## config.mk

```make
export PLATFORM = sky130hd
export DESIGN_NAME = exc_commit_ctrl
export DESIGN_NICKNAME = d
export VERILOG_FILES = /design/src/rtl/exc_commit_ctrl.sv
export SDC_FILE = /design/constraint.sdc
export NUM_CORES = 1
export LEC_CHECK = 0
export CORE_ASPECT_RATIO = 0.9
export CORE_MARGIN = 10
export CORE_UTILIZATION = 32
export DETAILED_ROUTE_END_ITERATION = 6
export PLACE_DENSITY = 0.93
export SLEW_MARGIN = 20
export SYNTH_ARGS = -nofsm -noshare
export SYNTH_HDL_FRONTEND = slang
export SYNTH_SLANG_ARGS = --single-unit
export TNS_END_PERCENT = 50
```

## constraint.sdc

```tcl
create_clock -name clk -period 5.02 [get_ports clk]
set_input_delay 1.255 -clock clk [delete_from_list [all_inputs] [get_ports clk]]
set_output_delay 1.255 -clock clk [all_outputs]
set_load 0.05 [all_outputs]
```

## src/rtl/exc_commit_ctrl.sv

```systemverilog
// ============================================================================
// exc_commit_ctrl
// ----------------------------------------------------------------------------
// Sequences exception and ertn commit at the write-back boundary of the
// 5-stage LoongArch pipeline.
//
// A commit-time exception or ertn seen in IDLE pulses the CSR file's commit
// strobes in the same cycle, latches the redirect target (EENTRY for an
// exception, ERA for ertn) and raises a pipeline-wide flush. The flush is held
// while outstanding inst/data bus transactions drain. Once the bus is quiet the
// target is offered to IF over a valid/ready handshake. The flush drops the
// cycle after that handshake fires.
//
// Optional feature macro:
//   EXC_BADV_EN  - when defined, ADE/ALE exceptions also write BADV
//                  (badv_we/badv_val). When undefined both are tied to 0.
//
// Parameters:
//   CNT_W           width of the outstanding-transaction counter
//                   (tracks at most 2**CNT_W-1 transactions, saturating)
//
// Ports:
//   clk, reset      clock; synchronous active-high reset
//   wb_exc          WB instruction raises an exception (already ws_valid-qualified)
//   wb_ecode        exception code
//   wb_esubcode     exception subcode
//   wb_pc           PC of the excepting instruction
//   wb_badvaddr     faulting address
//   ertn_flush      WB ertn commits
//   csr_eentry      current EENTRY value
//   csr_era         current ERA value
//   bus_req_fire    inst/data bus request accepted this cycle
//   bus_resp_fire   inst/data bus response returned this cycle
//   flush           kill all IF..MEM stage contents
//   exc_commit      1-cycle strobe: CSR file writes ERA/ESTAT, saves PLV/IE
//   exc_ecode       ecode for the CSR write
//   exc_esubcode    subcode for the CSR write
//   exc_era         ERA value for the CSR write (= wb_pc)
//   badv_we         write BADV this cycle
//   badv_val        BADV value
//   ertn_commit     1-cycle strobe: CSR file restores PLV/IE
//   redirect_valid  redirect PC offered to IF
//   redirect_pc     redirect target
//   redirect_ready  IF accepts the redirect
// ============================================================================
module exc_commit_ctrl #(
    parameter int CNT_W = 3
) (
    input  logic        clk,
    input  logic        reset,

    input  logic        wb_exc,
    input  logic [5:0]  wb_ecode,
    input  logic [8:0]  wb_esubcode,
    input  logic [31:0] wb_pc,
    input  logic [31:0] wb_badvaddr,
    input  logic        ertn_flush,

    input  logic [31:0] csr_eentry,
    input  logic [31:0] csr_era,

    input  logic        bus_req_fire,
    input  logic        bus_resp_fire,

    output logic        flush,
    output logic        exc_commit,
    output logic [5:0]  exc_ecode,
    output logic [8:0]  exc_esubcode,
    output logic [31:0] exc_era,
    output logic        badv_we,
    output logic [31:0] badv_val,
    output logic        ertn_commit,

    output logic        redirect_valid,
    output logic [31:0] redirect_pc,
    input  logic        redirect_ready
);

    // ------------------------------------------------------------------------
    // Constants
    // ------------------------------------------------------------------------
    localparam logic [CNT_W-1:0] CNT_MAX = '1;
    localparam logic [CNT_W-1:0] CNT_ZERO = '0;

    typedef enum logic [1:0] {
        ST_IDLE     = 2'd0,
        ST_DRAIN    = 2'd1,
        ST_REDIRECT = 2'd2
    } state_t;

    // ------------------------------------------------------------------------
    // State
    // ------------------------------------------------------------------------
    state_t           state;
    state_t           state_next;
    logic [CNT_W-1:0] out_cnt;
    logic [CNT_W-1:0] out_cnt_next;
    logic [31:0]      target;
    logic [31:0]      target_next;

    // A commit only counts in IDLE; the flush guarantees nothing new reaches
    // WB while a redirect is in flight. Reset masks it so no CSR strobe leaks
    // out during the reset cycle.
    logic trigger;
    assign trigger = (state == ST_IDLE) && !reset && (wb_exc || ertn_flush);

    // ------------------------------------------------------------------------
    // Outstanding bus transaction counter
    // ------------------------------------------------------------------------
    // Request and response in the same cycle cancel. Overflow and underflow
    // are protocol errors upstream; saturating keeps a stray pulse from
    // wrapping the count and stalling or short-cutting the drain.
    always_comb begin
        // NOTE: every combinational output is given a default before any
        // branch so no path leaves it unassigned and no latch is inferred.
        out_cnt_next = out_cnt;
        if (bus_req_fire && !bus_resp_fire) begin
            if (out_cnt != CNT_MAX) begin
                out_cnt_next = out_cnt + 1'b1;
            end
        end else if (!bus_req_fire && bus_resp_fire) begin
            if (out_cnt != CNT_ZERO) begin
                out_cnt_next = out_cnt - 1'b1;
            end
        end
    end

    // ------------------------------------------------------------------------
    // FSM next-state and outputs
    // ------------------------------------------------------------------------
    always_comb begin
        state_next     = state;
        target_next    = target;
        flush          = 1'b0;
        exc_commit     = 1'b0;
        exc_ecode      = 6'd0;
        exc_esubcode   = 9'd0;
        exc_era        = 32'd0;
        ertn_commit    = 1'b0;
        redirect_valid = 1'b0;
        redirect_pc    = 32'd0;

        unique case (state)
            ST_IDLE: begin
                if (trigger) begin
                    flush      = 1'b1;
                    state_next = ST_DRAIN;
                    // Exception wins over a simultaneous ertn.
                    if (wb_exc) begin
                        exc_commit   = 1'b1;
                        exc_ecode    = wb_ecode;
                        exc_esubcode = wb_esubcode;
                        exc_era      = wb_pc;
                        target_next  = csr_eentry;
                    end else begin
                        ertn_commit  = 1'b1;
                        target_next  = csr_era;
                    end
                end
            end

            ST_DRAIN: begin
                flush = 1'b1;
                // Look at the post-update count so a response arriving this
                // cycle already lets us leave.
                if (out_cnt_next == CNT_ZERO) begin
                    state_next = ST_REDIRECT;
                end
            end

            ST_REDIRECT: begin
                flush          = 1'b1;
                redirect_valid = 1'b1;
                redirect_pc    = target;
                if (redirect_ready) begin
                    state_next = ST_IDLE;
                end
            end

            default: begin
                state_next = ST_IDLE;
            end
        endcase
    end

    // ------------------------------------------------------------------------
    // Registers
    // ------------------------------------------------------------------------
    always_ff @(posedge clk) begin
        // NOTE: state registers use non-blocking assignments so every flop
        // samples its inputs from the same pre-edge values.
        if (reset) begin
            state   <= ST_IDLE;
            out_cnt <= '0;
            target  <= '0;
        end else begin
            state   <= state_next;
            out_cnt <= out_cnt_next;
            target  <= target_next;
        end
    end

    // ------------------------------------------------------------------------
    // BADV write
    // ------------------------------------------------------------------------
`ifdef EXC_BADV_EN
    localparam logic [5:0] ECODE_ADE  = 6'h08;
    localparam logic [5:0] ECODE_ALE  = 6'h09;
    localparam logic [8:0] ESUB_ADEF  = 9'd0;

    always_comb begin
        badv_we  = 1'b0;
        badv_val = 32'd0;
        if (exc_commit && (wb_ecode == ECODE_ADE || wb_ecode == ECODE_ALE)) begin
            badv_we = 1'b1;
            // A fetch-address error faults on the PC itself; every other
            // address error reports the data address.
            if (wb_ecode == ECODE_ADE && wb_esubcode == ESUB_ADEF) begin
                badv_val = wb_pc;
            end else begin
                badv_val = wb_badvaddr;
            end
        end
    end
`else
    assign badv_we  = 1'b0;
    assign badv_val = 32'd0;

    // wb_badvaddr only feeds the BADV path; fold it into a sink so the
    // disabled build carries no dangling input.
    logic unused_badvaddr;
    assign unused_badvaddr = ^wb_badvaddr;
`endif

endmodule

```

==> results of run 1 <==
[worst reg2reg max path: cells and delay by family (launching register included)]
| kind | cells | cell delay [ns] |
|---|---|---|
| buffers and inverters | 1 | 0.12 |
| DFF | 1 | 0.41 |
| muxes | 1 | 0.21 |
| adders and majority gates | 1 | 0.38 |
| and+or+nand+nor | 2 | 0.38 |
| AOI/OAI and AO/OA | 2 | 0.42 |
[area by class of cell]
cell class,instances,area (sq um)
fill,718,3520
timing repair buffer,203,1890
multi-input combinational,252,1680
sequential,37,741
tap,99,124
clock buffer,6,82.6
inverter,4,15.0
clock inverter,2,13.8
[synthesized netlist by cell type (2+ instances only)]
cell,count
inv_1,4
nor2b_1,3
buf_2,7
clkbuf_1,12
buf_4,37
nand2b_1,6
mux2i_1,34
ha_1,9
dfxtp_1,37
nand2_1,2
and2_1,79
nor2_1,35
a211oi_1,32
a31oi_1,2
[cells in the final DEF, fill, tap and decap left out]
cell type        count
xnor2_1              1
nand3_2              1
nor2_1              35
nand2_1              2
o21ai_0              1
nor3b_4              1
nand3b_1             1
o21bai_1             1
and3b_2              1
dfxtp_1             37
a21oi_2              1
o31ai_4              1
a221o_1              1
ha_2                 1
buf_2                2
nor4bb_1             1
mux2i_1             34
clkbuf_8             6
clkinv_4             1
ha_1                 8
nand2b_1             6
and2_1              79
nor2b_2              1
a22oi_2              1
a211oi_1            32
inv_1                4
or4_1                1
buf_4               52
clkdlybuf4s50_1    149
a31oi_1              2
nand3_1              1
nor2b_1              3
conb_1              33
a21oi_1              1
nand4_1              1
clkinv_2             1
[state kept, by name, summed over array words and instances (netlist names)]
signal / count
out_cnt: 3
target: 32
state: 2
[per-stage QoR]
step,hold WS [ns],std cells
after CTS,0.502,603
after floorplan,0.474,349
after global placement,0.481,595
after global routing,0.519,603
final,0.496,603
after detailed placement,0.491,595
[how the worst max path moves through the flow]
stage | to | slack [ns] | depth (start not counted)
after floorplan | ertn_commit | 0.60 | 3
after detailed placement | exc_esubcode[4] | 0.60 | 4
after global routing | ertn_commit | 0.72 | 3
after global placement | exc_esubcode[3] | 0.67 | 4
final | ertn_commit | 0.79 | 3
after CTS | exc_esubcode[4] | 0.60 | 4
[power by group through the flow]
stage	registers, mW	logic [mW]	clock network (mW)
after global placement	0.397	0.804	0
final	0.394	0.817	0.220
after floorplan	0.391	0.591	0
after global routing	0.402	0.876	0.241
after detailed placement	0.401	0.820	0
after CTS	0.394	0.822	0.229
[cells by family after synthesis]
family,synth area share [%]
AND/OR/NAND/NOR,28.7
buffers and inverters,14.0
AO/OA/AOI/OAI,12.1
flip-flops,27.8
multiplexers,12.8
adder cells (fa/ha/maj),4.22
other,0.141
XOR/XNOR,0.328
[layer usage]
| metal | global-route usage (%) | up-vias | share of wire [%] |
|---|---|---|---|
| met1 | 14.4 | 1206 | 35 |
| met3 | 6.86 | 4 | 13 |
| met5 | 0 | - | 0 |
| li1 | - | 1372 | - |
| met4 | 2.05 | 0 | 0.48 |
| met2 | 27.7 | 128 | 52 |
==> impl_metrics.json, run 1 <==
{
  "cp_num_buf_inv": 2,
  "grt_pass1_wl_microns": 14600,
  "cts-root-buf": "clkbuf_8",
  "grt_pass1_vias": 2752,
  "power_frac_comb_pct": 57.1,
  "yosys_warnings": 0,
  "fin_area_sq_um": 4550,
  "htreeDepth": 2,
  "drive_above_1_share_pct": 13.9,
  "cp.required_ns": 3.76,
  "cp-start-kind": "input pin",
  "async_flop_share_pct": 0,
  "clk_path_buf_depth": 2,
  "area_delta_synth_final_pct": 70.6,
  "slew_headroom_pct": 59.9,
  "grt.total_usage_pct": 14.6,
  "rows": 31,
  "intPower_mw": 0.772,
  "cp_max_fo": 3,
  "gr-total-overflow": 0,
  "path_clk_slew_ns": 0.07,
  "clock_latency_ns": 0.28,
  "synth_flop_cell": "dfxtp_1",
  "ys_types": 32,
  "critPathLaunch": "ertn_flush",
  "grt_max_degree": 65,
  "synth.cell_area_sq_um": 2670,
  "cts_resized": 0,
  "cts_hold_buf": 0,
  "synth_edf_count": 0,
  "worstMarginPinSlew_ns": 0.602,
  "worst_path_most_repeated_cell": "clkdlybuf4s50_1",
  "p_sw_mw": 0.658,
  "dp_hpwl_microns": 8460,
  "grt_setup_unrepaired": "false",
  "postPlaceCellArea_sq_um": 4450,
  "layout_min_cycle_time_ns": 4.23,
  "dr_total_vias": 2710,
  "p_sw_share_pct": 46.0,
  "post_drt_via_cell_ratio": 4.49,
  "clkSinkCount": 37,
  "yosysTopAreaCellShare_pct": 27.8,
  "timing.rr.end": "state[0]",
  "drc": 0,
  "cellPowerDensity_nw_per_um2": 314,
  "rrSetupSlack_ns": 3.02,
  "holdPathEnd": "target[17]",
  "cts_setup_buffers": 0,
  "final.setup.worst_slack_ns": 0.788,
  "crit_path_end_kind": "primary output",
  "drtIter0Drc": 53,
  "core_sq_um": 8070,
  "fin_skew_ns": 0.00619,
  "cap_violations": 0,
  "syn_inst": 317,
  "r2r-start": "state[0]",
  "wire_per_inst_microns": 16.6,
  "die-width_microns": 116,
  "die_area_sq_um": 12400,
  "finalSetupTns_ns": 0,
  "fin_nets": 662,
  "ys_seq_elements": 37,
  "cp_slowest_stage_delay_ns": 0.88,
  "cp_top_family": "buffers and inverters",
  "first_pass_iters": 4,
  "synthTopCellsByArea": "dfxtp_1 28%, and2_1 19%, mux2i_1 13%",
  "grt_antenna_before_repair": 0,
  "io_buffers": 200,
  "arrival_ns": 2.98,
  "syn_area_per_cell_sq_um": 8.42,
  "seqPwrFrac_pct": 27.5,
  "cts-buffers-inserted": 5,
  "worstHoldPathType": "flop to flop",
  "cts_tree": "built",
  "die_y_microns": 107,
  "pre_cts_slack_ns": 0.598,
  "total_power_mw": 1.43,
  "gp_congestion": 0.793,
  "boundaryPins": 266,
  "path_cells": "clkdlybuf4s50_1 > nor4bb_1 > clkdlybuf4s50_1",
  "setup_viol": 0,
  "hp-start": "target[17]",
  "worstSetupPathType": "input pin to primary output",
  "slowest_stage": "clkdlybuf4s50_1",
  "hold_viol": 0,
  "finalCritPeriodShare_pct": 84.3,
  "ir_drop_mv": 0.139,
  "max_freq_ghz": 0.236,
  "p_leak_nw": 1.99,
  "antenna_left": 0,
  "maxSlewViolCount": 0,
  "ys_seq_area_share_pct": 27.8,
  "reg2reg_depth": 7,
  "netlist.top_cell.by_area": "dfxtp_1",
  "wl_microns": 10000,
  "initial_core_util_pct": 33.1,
  "antenna_cells": 0,
  "clkPwrFrac_pct": 15.4,
  "postLayoutCoreUtil_pct": 56.4,
  "whs_path_depth": 2,
  "status": "finished clean"
}
Power figures use the tool's default switching activity.
==> inputs of run 2 (changes only) <==
Settings changed: CORE_UTILIZATION 32 to 27, PLACE_DENSITY 0.93 to 0.84.
Clock period 5.02 ns to 3.7 ns, I/O delays scaled along.
==> impl_metrics.json, run 2 (synthesis gave the netlist of run 1 again) <==
{
  "status": "finished clean",
  "post_drt_via_cell_ratio": 4.38,
  "clk_path_buf_depth": 2,
  "worstMarginPinSlew_ns": 0.618,
  "rows": 34,
  "dr_total_vias": 2771,
  "cts_setup_buffers": 0,
  "antenna_left": 0,
  "fin_skew_ns": 0.00571,
  "grt_pass1_wl_microns": 17000,
  "core_sq_um": 9660,
  "slew_headroom_pct": 58.8,
  "grt.total_usage_pct": 14.7,
  "mostFrequentLayoutCell": "clkdlybuf4s50_1",
  "hold_viol": 0,
  "worstSetupPathType": "flop to primary output",
  "total_power_mw": 2.14,
  "grt_antenna_before_repair": 0,
  "boundaryPins": 266,
  "grt_pass1_vias": 3024,
  "hp-start": "target[8]",
  "cts_resized": 0,
  "antenna_cells": 0,
  "largest_register_ffs": 32,
  "cp-start-kind": "flop",
  "max_freq_ghz": 0.290,
  "arrival_ns": 2.52,
  "largestRegisters": "target: 32 flops, out_cnt: 3 flops, state: 2 flops",
  "first_pass_iters": 3,
  "whs_path_depth": 2,
  "finalCritPeriodShare_pct": 93.2,
  "top_register": "target",
  "setup_viol": 0,
  "cp.required_ns": 2.77,
  "p_leak_nw": 2.16,
  "crit_path_end_kind": "primary output",
  "multi_input_area_sq_um": 1690,
  "area_delta_synth_final_pct": 95.5,
  "die_y_microns": 114,
  "gr-total-overflow": 0,
  "cp_max_fo": 20,
  "layout_min_cycle_time_ns": 3.45,
  "die-width_microns": 125,
  "wire_per_inst_microns": 17.6,
  "clock_latency_ns": 0.28,
  "cts-buffers-inserted": 5,
  "grt_max_degree": 65,
  "drc": 0,
  "finalSetupTns_ns": 0,
  "initial_core_util_pct": 27.6,
  "grt_setup_unrepaired": "false",
  "fin_nets": 665,
  "reg2reg_depth": 8,
  "dp_hpwl_microns": 9580,
  "worstHoldPathType": "flop to flop",
  "htreeDepth": 2,
  "mostFrequentLayoutCells": "146 x clkdlybuf4s50_1, 79 x and2_1, 50 x buf_12, 37 x dfxtp_1, 35 x nor2_1",
  "regArea_sq_um": 741,
  "cellPowerDensity_nw_per_um2": 410,
  "r2r-start": "state[0]",
  "cts_tree": "built",
  "fillers": 857,
  "drive_above_1_share_pct": 14.6,
  "io_buffers": 200,
  "gp_congestion": 0.919,
  "clkSinkCount": 37,
  "maxSlewViolCount": 0,
  "cts-root-buf": "clkbuf_8",
  "die_area_sq_um": 14300,
  "cap_violations": 0,
  "drtIter0Drc": 81,
  "postLayoutCoreUtil_pct": 54.0,
  "cts_hold_buf": 0,
  "wl_microns": 11200,
  "ir_drop_mv": 0.171,
  "critPathLaunch": "state[0]",
  "path_clk_slew_ns": 0.08
}
run 2: changes by cell type in the layout (fill, tap and decap cells not counted), sizes merged:
cell | before | now
buf | 54 | 60
clkdlybuf4s50 | 149 | 146
run 2: routing by layer:
layer  share of wire (%)  vias to the layer above  global-route usage, %
met5                   0                        -                      0
met1                  36                     1258                   14.3
li1                    -                     1371                      -
met3                 8.3                       10                   5.37
met2                  54                      132                   29.1
met4                 1.3                        0                   2.95
run 2: metrics by stage:
| stage | area, sq um | cells | hold slack (ns) | setup slack [ns] |
|---|---|---|---|---|
| after detailed placement | 5130 | 625 | 0.491 | 0.436 |
| after CTS | 5220 | 633 | 0.503 | 0.179 |
| after global placement | 5130 | 625 | 0.482 | 0.508 |
| after floorplan | 2790 | 349 | 0.474 | 0.425 |
| final | 5220 | 633 | 0.495 | 0.253 |
| after global routing | 5220 | 633 | 0.518 | 0.0222 |
run 2: layout make-up:
type,instances,share of cell area (%)
Timing Repair Buffer,206,48.6
Multi-Input combinational cell,252,32.3
Sequential cell,37,14.2
Tap cell,126,3.02
Clock buffer,6,1.39
Inverter,4,0.288
Clock inverter,2,0.192
run 2: power by group:
group / switching (mW) / total (mW) / internal, mW
Sequential: 0.0470 / 0.535 / 0.488
Clock: 0.148 / 0.278 / 0.131
Combinational: 0.748 / 1.32 / 0.575
Total: 0.942 / 2.14 / 1.19
run 2: worst max-delay path: stages (launching register included):
cell and delay, ns:
dfxtp_1 0.36, inv_1 0.12, ha_1 0.47, buf_4 0.31, and2_1 0.15, clkdlybuf4s50_1 0.82
run 2: final timing paths:
path	to	slack [ns]
min reg2reg	target[8]	0.50
max reg2reg	state[1]	1.49
min	target[8]	0.50
max	redirect_pc[31]	0.25
